==> config.mk <==
export PLATFORM = sky130hd
export DESIGN_NAME = wrb_arbiter
export DESIGN_NICKNAME = d
export VERILOG_FILES = /design/src/rtl/wrb_arbiter.sv
export SDC_FILE = /design/constraint.sdc
export NUM_CORES = 1
export LEC_CHECK = 0
export ABC_CLOCK_PERIOD_IN_PS = 11770
export BUFFER_PORTS_ARGS = -buffer_cell sky130_fd_sc_hd__buf_2
export CORE_MARGIN = 1.5
export CORE_UTILIZATION = 55
export DETAILED_ROUTE_END_ITERATION = 16
export PLACE_DENSITY = 0.75
export SETUP_SLACK_MARGIN = 0.3
export SYNTH_ARGS = -nofsm -noshare
export SYNTH_HDL_FRONTEND = slang
export SYNTH_SLANG_ARGS = --single-unit
==> constraint.sdc <==
create_clock -name clk -period 11.77 [get_ports clk]
set_clock_uncertainty 0.05 [all_clocks]
set_input_delay 2.354 -clock clk [delete_from_list [all_inputs] [get_ports clk]]
set_output_delay 2.354 -clock clk [all_outputs]
set_load 0.1 [all_outputs]
==> src/rtl/wrb_arbiter.sv <==
// wrb_arbiter: shares the single RCU writeback/finish port among the execution
// units (0=ALU, 1=LSU, 2=CSR). Each unit has a small circular FIFO. A
// round-robin arbiter pops one head per cycle into a registered writeback
// stage. A trap flushes every buffered result.
//
// Ports:
//   clk, reset          clock, synchronous active-high reset
//   trapped             flush all FIFOs, drop same-cycle pushes, no grant
//   req_valid/req_ready per-unit handshake (ready depends on FIFO count only)
//   req_prd/data/rob_line/exp/ecause  packed per-unit result fields
//   wrb_done            ROB line finished this cycle
//   wrb_rd_valid        physical register write enable (never for P0/exception)
//   wrb_prd/data/rob_line/exp/ecause  writeback payload
//   wrb_src             index of the unit that produced this writeback
module wrb_arbiter #(
  parameter int unsigned NUM_REQ            = 3,
  parameter int unsigned BUF_DEPTH          = 2,
  parameter int unsigned BUF_CNT_WIDTH      = 2,
  parameter int unsigned DATA_WIDTH         = 64,
  parameter int unsigned PHY_REG_ADDR_WIDTH = 6,
  parameter int unsigned ROB_SIZE_WIDTH     = 3,
  parameter int unsigned SRC_WIDTH          = 2
) (
  input  logic                                 clk,
  input  logic                                 reset,
  input  logic                                 trapped,
  input  logic [NUM_REQ-1:0]                   req_valid,
  output logic [NUM_REQ-1:0]                   req_ready,
  input  logic [NUM_REQ*PHY_REG_ADDR_WIDTH-1:0] req_prd,
  input  logic [NUM_REQ*DATA_WIDTH-1:0]        req_data,
  input  logic [NUM_REQ*ROB_SIZE_WIDTH-1:0]    req_rob_line,
  input  logic [NUM_REQ-1:0]                   req_exp,
  input  logic [NUM_REQ*4-1:0]                 req_ecause,
  output logic                                 wrb_done,
  output logic                                 wrb_rd_valid,
  output logic [PHY_REG_ADDR_WIDTH-1:0]        wrb_prd,
  output logic [DATA_WIDTH-1:0]                wrb_data,
  output logic [ROB_SIZE_WIDTH-1:0]            wrb_rob_line,
  output logic                                 wrb_exp,
  output logic [3:0]                           wrb_ecause,
  output logic [SRC_WIDTH-1:0]                 wrb_src
);

  localparam int unsigned PTR_WIDTH = $clog2(BUF_DEPTH);
  localparam logic [BUF_CNT_WIDTH-1:0] FULL_CNT = BUF_CNT_WIDTH'(BUF_DEPTH);

  logic [PHY_REG_ADDR_WIDTH-1:0] prd_mem    [NUM_REQ][BUF_DEPTH];
  logic [DATA_WIDTH-1:0]         data_mem   [NUM_REQ][BUF_DEPTH];
  logic [ROB_SIZE_WIDTH-1:0]     rob_mem    [NUM_REQ][BUF_DEPTH];
  logic                          exp_mem    [NUM_REQ][BUF_DEPTH];
  logic [3:0]                    ecause_mem [NUM_REQ][BUF_DEPTH];

  logic [PTR_WIDTH-1:0]     wr_ptr  [NUM_REQ];
  logic [PTR_WIDTH-1:0]     rd_ptr  [NUM_REQ];
  logic [BUF_CNT_WIDTH-1:0] cnt     [NUM_REQ];
  logic [BUF_CNT_WIDTH-1:0] cnt_nxt [NUM_REQ];

  logic [NUM_REQ-1:0]   push;
  logic [NUM_REQ-1:0]   pop;
  logic [SRC_WIDTH-1:0] rr_ptr;
  logic [SRC_WIDTH-1:0] grant_idx;
  logic                 grant_any;

  logic [PHY_REG_ADDR_WIDTH-1:0] head_prd;
  logic [DATA_WIDTH-1:0]         head_data;
  logic [ROB_SIZE_WIDTH-1:0]     head_rob_line;
  logic                          head_exp;
  logic [3:0]                    head_ecause;

  // Round-robin search over non-empty FIFOs starting at rr_ptr; idle while trapped.
  always_comb begin
    grant_any = 1'b0;
    grant_idx = '0;
    if (!trapped) begin
      for (int unsigned off = 0; off < NUM_REQ; off++) begin
        if (!grant_any && (cnt[(32'(rr_ptr) + off) % NUM_REQ] != '0)) begin
          grant_any = 1'b1;
          grant_idx = SRC_WIDTH'((32'(rr_ptr) + off) % NUM_REQ);
        end
      end
    end
  end

  // Per-FIFO push/pop and next occupancy.
  always_comb begin
    push = '0;
    pop  = '0;
    for (int unsigned i = 0; i < NUM_REQ; i++) begin
      cnt_nxt[i] = cnt[i];
      push[i]    = req_valid[i] & req_ready[i] & ~trapped;
      pop[i]     = grant_any & (grant_idx == SRC_WIDTH'(i));
      if (trapped) begin
        cnt_nxt[i] = '0;
      end else if (push[i] && !pop[i]) begin
        cnt_nxt[i] = cnt[i] + BUF_CNT_WIDTH'(1);
      end else if (!push[i] && pop[i]) begin
        cnt_nxt[i] = cnt[i] - BUF_CNT_WIDTH'(1);
      end
    end
  end

  // Head of the granted FIFO.
  always_comb begin
    head_prd      = '0;
    head_data     = '0;
    head_rob_line = '0;
    head_exp      = 1'b0;
    head_ecause   = '0;
    for (int unsigned i = 0; i < NUM_REQ; i++) begin
      if (grant_idx == SRC_WIDTH'(i)) begin
        head_prd      = prd_mem[i][rd_ptr[i]];
        head_data     = data_mem[i][rd_ptr[i]];
        head_rob_line = rob_mem[i][rd_ptr[i]];
        head_exp      = exp_mem[i][rd_ptr[i]];
        head_ecause   = ecause_mem[i][rd_ptr[i]];
      end
    end
  end

  // FIFO storage; contents need no reset, validity is tracked by cnt.
  always_ff @(posedge clk) begin
    for (int unsigned i = 0; i < NUM_REQ; i++) begin
      if (push[i]) begin
        prd_mem[i][wr_ptr[i]]    <= req_prd[i*PHY_REG_ADDR_WIDTH +: PHY_REG_ADDR_WIDTH];
        data_mem[i][wr_ptr[i]]   <= req_data[i*DATA_WIDTH +: DATA_WIDTH];
        rob_mem[i][wr_ptr[i]]    <= req_rob_line[i*ROB_SIZE_WIDTH +: ROB_SIZE_WIDTH];
        exp_mem[i][wr_ptr[i]]    <= req_exp[i];
        ecause_mem[i][wr_ptr[i]] <= req_ecause[i*4 +: 4];
      end
    end
  end

  // FIFO pointers, counts, ready flags and round-robin pointer.
  always_ff @(posedge clk) begin
    if (reset) begin
      for (int unsigned i = 0; i < NUM_REQ; i++) begin
        wr_ptr[i] <= '0;
        rd_ptr[i] <= '0;
        cnt[i]    <= '0;
      end
      req_ready <= '1;
      rr_ptr    <= '0;
    end else begin
      for (int unsigned i = 0; i < NUM_REQ; i++) begin
        cnt[i]       <= cnt_nxt[i];
        req_ready[i] <= (cnt_nxt[i] != FULL_CNT);
        if (trapped) begin
          wr_ptr[i] <= '0;
          rd_ptr[i] <= '0;
        end else begin
          if (push[i]) wr_ptr[i] <= wr_ptr[i] + PTR_WIDTH'(1);
          if (pop[i])  rd_ptr[i] <= rd_ptr[i] + PTR_WIDTH'(1);
        end
      end
      if (grant_any) begin
        rr_ptr <= (grant_idx == SRC_WIDTH'(NUM_REQ - 1)) ? '0 : grant_idx + SRC_WIDTH'(1);
      end
    end
  end

  // Registered writeback stage; payload holds when nothing is granted.
  always_ff @(posedge clk) begin
    if (reset) begin
      wrb_done     <= 1'b0;
      wrb_rd_valid <= 1'b0;
      wrb_prd      <= '0;
      wrb_data     <= '0;
      wrb_rob_line <= '0;
      wrb_exp      <= 1'b0;
      wrb_ecause   <= '0;
      wrb_src      <= '0;
    end else begin
      wrb_done     <= grant_any;
      wrb_rd_valid <= grant_any & ~head_exp & (head_prd != '0);
      if (grant_any) begin
        wrb_prd      <= head_prd;
        wrb_data     <= head_data;
        wrb_rob_line <= head_rob_line;
        wrb_exp      <= head_exp;
        wrb_ecause   <= head_ecause;
        wrb_src      <= grant_idx;
      end
    end
  end

endmodule

# Yosys cells after proc, flatten, opt, wreduce, memory -nomap -nowiden
# Memory sizes are Yosys's and may differ from the RTL's.
# Cells that the tools add are included.
# Widths: inputs -> output; s select.
# totals
reg_bits,87
ramBits,480
in_bits,240
out_inout_bits,85
word_cells,278
n_memories,8
# op_classes
addsub,15
div_mod_pow,3
magnitude_cmp,9
eq_ne,5
mux,170
bitwise_logic,34
reduce_logical,24
# memory_table
memory,depth,width,rd,rd_ports_with_merged_regs,write_ports,line,rtl
data_mem,3,128,3,0,3,48,logic [DATA_WIDTH-1:0] data_mem [NUM_REQ][BUF_DEPTH];
prd_mem,3,12,3,0,3,47,logic [PHY_REG_ADDR_WIDTH-1:0] prd_mem [NUM_REQ][BUF_DEPTH];
ecause_mem,3,8,3,0,3,51,logic [3:0] ecause_mem [NUM_REQ][BUF_DEPTH];
rob_mem,3,6,3,0,3,49,logic [ROB_SIZE_WIDTH-1:0] rob_mem [NUM_REQ][BUF_DEPTH];
cnt,3,2,6,0,3,55,logic [BUF_CNT_WIDTH-1:0] cnt [NUM_REQ];
exp_mem,3,2,3,0,3,50,logic exp_mem [NUM_REQ][BUF_DEPTH];
2 more memories,-,-,-,-,-,-,
# ops
operator,n
$mux 64,15
$mux 128,3
$demux 64 s1,3
$mux 6,18
$mod 32x2->32 const B,2
$mux 1,63
$mux 4,15
$mux 3,15
$mux 2,20
$mux 12,3
$mod 2x2->32 const B,1
$mux 8,3
$demux 6 s1,3
$or 1x1->1,15
$demux 4 s1,3
$ge 2x2->1 const B,6
$not 1->2,6
$and 1x1->1,11
$logic_and 1x1->1,11
$demux 3 s1,3
$add 2x1->2 const B,4
$logic_not 1->1,8
$add 1x1->1 const B,6
$lt 2x1->1 const B,3
other kinds (11),20

# Longest topological paths before layout
# Gate-level depths: netlist (run 1).
# An unclocked memory read counts as a cell.
# logic_depth
ltp_word,20
mapped_depth,13
depth_no_buf,10

# Worst setup path after synthesis (run 1)
# Ideal clock, no wire load.
# synth_timing
path_kind,input to register
startpoint,input req_valid[0]
endpoint,"memory data_mem[0][0] (netlist bit), enable pin"
setup_ps,627
t_arrival_ps,8256
required_ps,11093
path_slack_ps,2838
path_stages,2
path_buffers,0
cell_sequence,nand2_1 nor3b_1
# synth_rtl
element,line,rtl
"start, declared",27,"input logic [NUM_REQ-1:0] req_valid,"
"end, declared",48,

# Worst setup path in the final report (run 1)
# layout_timing
startpoint,input trapped
endpoint,register wrb_rd_valid
# layout_between
elab_chain_cells,8
elab_cells_between_ends,15
classes_between,eq/ne: 2; mux: 8; bitwise: 3; reduce/logical: 2
# layout_lines
element,line,rtl
"start, declared",26,"input logic trapped,"
$mux 2,74,if (!trapped) begin
$logic_not 2->1,110,if (grant_idx == SRC_WIDTH'(i)) begin
$mux 1 (3 in series),110,
$not 1->1,174,wrb_rd_valid <= grant_any & ~head_exp & (head_prd != '0);
$and 1x1->1,174,
$and 1x1->1 (*),174,
"end signal, assigned",174,
"end, declared",35,"output logic wrb_rd_valid,"
# Every way passes the cells marked *; elsewhere a longest branch is shown, timed or not.
# A chain may end at the register's enable or synchronous reset.

==> impl_metrics.csv, run 1 <==
group,metric,value,unit
drt,routed_wl,54960,um
global_route,grt_pass1_wl,81450,um
logic_synthesis,synth_top_area_share,63.78,%
logic_synthesis,ys_warn_count,0,
logic_synthesis,synth-main-ff-cell,"edfxtp_1",
clock_network,htreeDepth,2,
timing,hold_violations,0,
drt,firstDrtPassIters,5,
setup_path,path_max_fanout,77,
logic_synthesis,seq_area_frac_synth,72.12,%
clock_network,insertion_delay,0.60,ns
final_layout,final_core_util,65.80,%
clock_network,post_cts_buffers,0,
drt,drc,0,
setup_path,reg2reg_slack,7.68,ns
logic_synthesis,syn_area,22320,sq um
placed_design,hpwlAfterDp,32770,um
floorplanning,die_h,204.4,um
logic_synthesis,synthMuxAreaShare,11.30,%
drt,wl_per_cell,23.72,um
timing,finalSetupTns,0,ns
global_route,grt_usage,26.19,%
clock_network,path_clk_slew,0.06,ns
timing,rsz0062_at_grt,"no",
timing,tightestPinTransition,1.167,ns
global_route,grt_pass1_vias,14010,
clock_network,tritoncts,"yes",
final_layout,drive_gt1_share,33.52,%
logic_synthesis,synth_edf_count,474,
timing,fin_crit_sh,43.45,%
global_route,grt_max_degree,160,
floorplanning,core_area,39910,sq um
clock_network,hold_buffers,0,
final_layout,finish.instance_area,26270,sq um
drt,viasPerCell,5.904,
final_layout,nNetsFinal,1969,
clock_network,root_buffer,"clkbuf_16",
timing,setup_slack,6.656,ns
setup_path,worstSetupEndpointType,"register",
drt,drt_iter0_markers,955,
logic_synthesis,synth-simple-area-share,5.534,%
clock_network,cts_buffer_depth,3,
timing,fin_crit,5.114,ns
power_and_ir_drop,total_power,0.005955,W
global_route,antenna_found_initial,24,
run,drv_cap,0,
clock_network,cts_resized,0,
timing,timing.fmax,0.1955,GHz
logic_synthesis,synth_top_cells_by_area,"edfxtp_1 64%, dfxtp_1 8.3%, mux2_2 7.1%, mux2i_1 4.2%, a22oi_1 2.3%",
floorplanning,rows,73,
logic_synthesis,synth_xor_area_share,0.3140,%
min_path,hold_path.startpoint,"wrb_src[0]",
logic_synthesis,netlist_instances,1423,
floorplanning,top_level_ports,325,
floorplanning,start_util,55.91,%
placed_design,gp_congestion,0.8336,
setup_path,cp-start-kind,"primary input",
min_path,hp-class,"register to register",
logic_synthesis,yosys.area.top_type,"edfxtp_1",
timing,setup_viol,0,
global_route,grt-ovfl-total,0,
placed_design,port_buffers,324,
power_and_ir_drop,p_per_area,226.7,nW/um^2
clock_network,cts.sinks,567,
setup_path,rr_startpoint,"rr_ptr[0]",
setup_path,rr_endpoint,"wrb_rd_valid",
timing,maxSlewViolCount,0,
logic_synthesis,synth_commonest_cells,"474 x edfxtp_1, 140 x mux2_2, 93 x dfxtp_1, 93 x mux2i_1, 89 x nand2_1",
logic_synthesis,synth.most_common_cell,"edfxtp_1",
setup_path,required,12.15,ns
placed_design,placed_area,24360,sq um
logic_synthesis,synth-adder-area-share,0.2243,%
logic_synthesis,avgSynthCellArea,15.68,sq um
clock_network,cts_buffers,56,
power_and_ir_drop,ir_worst_vdd,0.1503,mV
placed_design,pre_cts_slack,6.025,ns
setup_path,reg2reg_depth,11,
setup_path,critPathArrivalTime,5.50,ns
logic_synthesis,ys_seq_elements,567,
min_path,hold_path_end,"wrb_src[0]",
drt,vias,13680,
floorplanning,die_area,41790,sq um
logic_synthesis,ys_types,55,
final_layout,area_delta_synth_final,17.69,%
logic_synthesis,synth_fp_nets,1667,
drt,antenna_left,0,
min_path,hold_depth,2,
status,status,"complete, no violations",
logic_synthesis,synth_top_family_by_area,"multiplexers",
logic_synthesis,synth_compound_area_share,8.359,%
floorplanning,die_width,204.4,um
timing,max_slew_margin,22.20,%
power_and_ir_drop,leakage,9.645,nW
setup_path,critPathKind,"primary input to register",
logic_synthesis,synthArstFlopShare,0,%
[report_power, final]
part / leakage, nW / switching (W) / internal, W
clock: 0.900 / 0.000739 / 0.00105
sequential: 5.13 / 0.0000772 / 0.00235
combinational: 3.61 / 0.00127 / 0.000471
total: 9.64 / 0.00209 / 0.00387
[critical path, cell delays in order]
cell and delay (ns):
buf_2 0.22, nor2b_1 0.15, nand4_1 0.09, o2bb2ai_1 0.40, nor2_4 0.09, nand2_4 0.62
buf_4 0.80, o2bb2ai_1 0.20, a311oi_1 0.35, a311oi_2 0.14
[state kept, by name (all words and copies together) (netlist names)]
signal and cells:
data_mem 384, wrb_data 64, prd_mem 36, ecause_mem 24, rob_mem 18, cnt 6
exp_mem 6, wrb_prd 6, wrb_ecause 4, rd_ptr 3, req_ready 3, wr_ptr 3
wrb_rob_line 3, rr_ptr 2, wrb_src 2, wrb_done 1, wrb_exp 1, wrb_rd_valid 1
[worst max path at each step]
stage | start | end | slack, ns
global route | trapped | wrb_rd_valid | 6.55
floorplan | req_valid[0] | data_mem[0][0] | 2.84
finish | trapped | wrb_rd_valid | 6.66
detailed placement | trapped | wrb_rd_valid | 6.02
CTS | trapped | wrb_rd_valid | 6.73
global placement | trapped | wrb_rd_valid | 6.17
[cell families (layout without fill, tap and decap cells)]
group,after synthesis,after routing
other cells,0,20
flops,567,567
xor+xnor,8,8
compound gates,265,265
buf+inv,105,454
mux,234,234
fa+ha+maj,4,4
simple gates,240,240
[through the flow]
stage | hold slack (ns) | instances
after floorplan | 0.4192 | 1423
final | 0.4103 | 2317
after CTS | 0.4123 | 2297
after global placement | 0.3992 | 2192
after global routing | 0.4376 | 2314
after detailed placement | 0.4040 | 2192
[final cells by class]
type,instances,area (sq um)
multi-input cells,751,5793
well taps,525,656.9
diodes,20,50.05
clock buffers,81,1597
fillers,2803,13650
clock inverters,24,262.8
flip-flops and latches,567,16100
inverters,3,11.26
repair buffers,346,1799
[routing by layer]
layer  GRT usage [%]  routed length, um  vias to the layer above
met3           4.592               3805                      128
met2           42.76              27010                      568
met4           13.08               2209                       10
met5               0                 62                        -
li1                -                  -                     6134
met1           33.93              21870                     6839
[cell usage in the layout, fill, tap and decap left out, types with 20 or more instances in the layout]
| cell type | n |
|---|---|
| o21ai_1 | 58 |
| clkbuf_16 | 57 |
| mux2i_1 | 93 |
| edfxtp_1 | 474 |
| buf_2 | 324 |
| nand2b_1 | 72 |
| nand2_1 | 89 |
| dfxtp_1 | 93 |
| o21ai_0 | 25 |
| nor2_1 | 30 |
| diode_2 | 20 |
| buf_4 | 21 |
| a22oi_1 | 69 |
| o311ai_1 | 39 |
| mux2_2 | 140 |
| o311ai_0 | 30 |
Power figures use the tool's default switching activity.
==> run 2, diff against run 1 <==
--- a/config.mk
+++ b/config.mk
@@ -5,7 +5,8 @@
 export SDC_FILE = /design/constraint.sdc
 export NUM_CORES = 1
 export LEC_CHECK = 0
-export ABC_CLOCK_PERIOD_IN_PS = 11770
+export ABC_AREA = 1
+export ABC_CLOCK_PERIOD_IN_PS = 5400
 export BUFFER_PORTS_ARGS = -buffer_cell sky130_fd_sc_hd__buf_2
 export CORE_MARGIN = 1.5
 export CORE_UTILIZATION = 55
==> constraint.sdc (replaced) <==
create_clock -name clk -period 5.4 [get_ports clk]
set_clock_uncertainty 0.05 [all_clocks]
set_input_delay 1.08 -clock clk [delete_from_list [all_inputs] [get_ports clk]]
set_output_delay 1.08 -clock clk [all_outputs]
set_load 0.1 [all_outputs]
==> impl_metrics.csv, run 2 <==
group,metric,value,unit
status,status,"complete, no violations",
logic_synthesis,ys_seq_elements,567,
logic_synthesis,syn_area,22000,sq um
final_layout,drive_gt1_share,22.13,%
drt,drc,0,
min_path,hp-class,"register to register",
logic_synthesis,ys_types,35,
floorplanning,die_area,41220,sq um
timing,rsz0062_at_grt,"no",
power_and_ir_drop,leakage,10.23,nW
setup_path,crit_path_start,"rr_ptr[0]",
logic_synthesis,synth.most_common_cell,"edfxtp_1",
final_layout,largest_register_ffs,384,
setup_path,worstSetupEndpointType,"register",
final_layout,area_delta_synth_final,18.66,%
timing,hold_violations,0,
setup_path,reg2reg_slack,1.90,ns
timing,maxSlewViolCount,0,
clock_network,path_clk_slew,0.06,ns
floorplanning,core_area,39640,sq um
clock_network,cts_resized,0,
logic_synthesis,yosys.area.top_type,"edfxtp_1",
logic_synthesis,seq_area_frac_synth,73.15,%
floorplanning,die_width,203.0,um
global_route,grt_pass1_vias,14710,
global_route,grt_pass1_wl,80970,um
setup_path,critPathArrivalTime,3.96,ns
timing,timing.fmax,0.2857,GHz
logic_synthesis,synth_top_cells_by_area,"edfxtp_1 65%, dfxtp_1 8.5%, nand2_1 7.7%, mux2i_1 3.3%, inv_1 2.8%",
final_layout,layout_commonest_cell,"edfxtp_1",
logic_synthesis,ys_warn_count,0,
clock_network,htreeDepth,2,
setup_path,crit_path_max_incr_delay,0.85,ns
clock_network,hold_buffers,0,
timing,setup_viol,0,
placed_design,placed_area,24090,sq um
logic_synthesis,synthArstFlopShare,0,%
placed_design,hpwlAfterDp,33380,um
global_route,grt-ovfl-total,0,
final_layout,layout_common_cells,"474 x edfxtp_1, 449 x nand2_1, 324 x buf_2",
clock_network,cts_buffers,55,
global_route,antenna_found_initial,28,
setup_path,rr_endpoint,"wrb_data[44]",
timing,tightestPinTransition,1.217,ns
global_route,grt_max_degree,80,
setup_path,required,5.86,ns
drt,drt_iter0_markers,1128,
placed_design,pre_cts_slack,1.766,ns
logic_synthesis,synth_fp_nets,2006,
floorplanning,top_level_ports,325,
power_and_ir_drop,ir_worst_vdd,0.4013,mV
clock_network,post_cts_buffers,0,
setup_path,path_max_fanout,40,
setup_path,cp-start-kind,"register",
logic_synthesis,netlist_instances,1762,
clock_network,insertion_delay,0.60,ns
placed_design,port_buffers,324,
drt,viasPerCell,5.499,
min_path,hold_depth,2,
final_layout,nFillCells,2955,
min_path,hold_path_end,"wrb_src[1]",
final_layout,finish.instance_area,26110,sq um
logic_synthesis,avgSynthCellArea,12.49,sq um
clock_network,tritoncts,"yes",
clock_network,cts_buffer_depth,3,
drt,antenna_left,0,
timing,fin_crit_sh,64.83,%
setup_path,critPathKind,"register to register",
setup_path,worstPathCellList,"inv_1, ha_1, inv_1, nand2_1, nand3_1, nand2_1, inv_2, nand3_2, nand3_2, nand3_4, nor2_4, buf_12, nand2_1, o21ai_1, inv_1, a31oi_1",
drt,vias,14640,
drt,firstDrtPassIters,5,
min_path,hold_path.startpoint,"wrb_src[1]",
timing,max_slew_margin,18.88,%
logic_synthesis,synth-main-ff-cell,"edfxtp_1",
clock_network,root_buffer,"clkbuf_16",
final_layout,nNetsFinal,2314,
drt,wl_per_cell,20.06,um
clock_network,cts.sinks,567,
setup_path,reg2reg_depth,16,
timing,setup_slack,1.899,ns
placed_design,gp_congestion,0.8362,
global_route,grt_usage,26.09,%
power_and_ir_drop,p_per_area,546.3,nW/um^2
setup_path,crit_slowest_cell,"nor2_4",
timing,finalSetupTns,0,ns
setup_path,rr_startpoint,"rr_ptr[0]",
logic_synthesis,synth_edf_count,474,
drt,routed_wl,53410,um
floorplanning,rows,73,
logic_synthesis,synth_commonest_cells,"474 x edfxtp_1, 449 x nand2_1, 163 x inv_1, 93 x dfxtp_1, 76 x a21oi_1",
timing,fin_crit,3.501,ns
logic_synthesis,synth_top_area_share,64.69,%
floorplanning,die_h,203.0,um
run,drv_cap,0,
floorplanning,start_util,55.51,%
run 2: cell types whose count changed after synthesis, sizes merged, moves of 70 or more:
cell	before	now
a31oi	0	70
mux2	141	8
inv	3	169
nand2b	73	0
nand2	90	453
o211ai	0	71
run 2: final cells by class:
cell class	instances	area, sq um	area share (%)
Clock inverter	24	327.8	1.256
Tap cell	525	656.9	2.516
Clock buffer	78	1633	6.254
Inverter	171	649.4	2.487
Timing Repair Buffer	343	1802	6.901
Sequential cell	567	16100	61.64
Antenna cell	22	55.05	0.2108
Multi-Input combinational cell	932	4891	18.73
run 2: cell families after synthesis:
family                   synth area share, %
AO/OA/AOI/OAI                          8.114
adder cells (fa/ha/maj)               0.2275
flip-flops                             73.15
XOR/XNOR                             0.03981
AND/OR/NAND/NOR                        9.934
multiplexers                           3.685
buffers and inverters                  4.851
run 2: worst max path at each step:
stage                           endpoint  slack (ns)  depth (start not counted)
after detailed placement    req_ready[1]        1.77                         11
after floorplan           data_mem[0][0]        0.15                          4
after global placement      req_ready[1]        1.85                         11
final                       wrb_data[44]        1.90                         16
after global routing        req_ready[1]        1.62                         17
after CTS                   wrb_data[44]        1.89                         16
run 2: power by group:
part           total [W]  internal, W  switching [W]
registers        0.00537      0.00518       0.000188
clock network    0.00407      0.00248        0.00159
logic            0.00482      0.00109        0.00373
run 2: critical path, delay by kind of cell (launching register included):
| kind | cells | cell delay, ns |
|---|---|---|
| buf+inv | 5 | 0.69 |
| simple gates | 8 | 1.59 |
| fa+ha+maj | 1 | 0.35 |
| compound gates | 2 | 0.30 |
| flops | 1 | 0.38 |
run 2: metal layers:
| metal | vias to the layer above | routed length [um] | track usage (%) |
|---|---|---|---|
| met5 | - | 135 | 0 |
| met4 | 20 | 1355 | 9.074 |
| met3 | 107 | 4471 | 6.164 |
| met2 | 539 | 26540 | 45.33 |
| met1 | 7146 | 20910 | 31.97 |
| li1 | 6827 | - | - |
run 2: through the flow:
stage	cells	hold WS, ns	utilization, %	power (W)
after floorplan	1762	0.4284	-	0.009168
after global placement	2538	0.4060	60.78	0.01017
after detailed placement	2538	0.4078	60.78	0.01028
after CTS	2640	0.4175	65.73	0.01434
after global routing	2652	0.4364	65.80	0.01490
final	2662	0.4177	65.87	0.01426
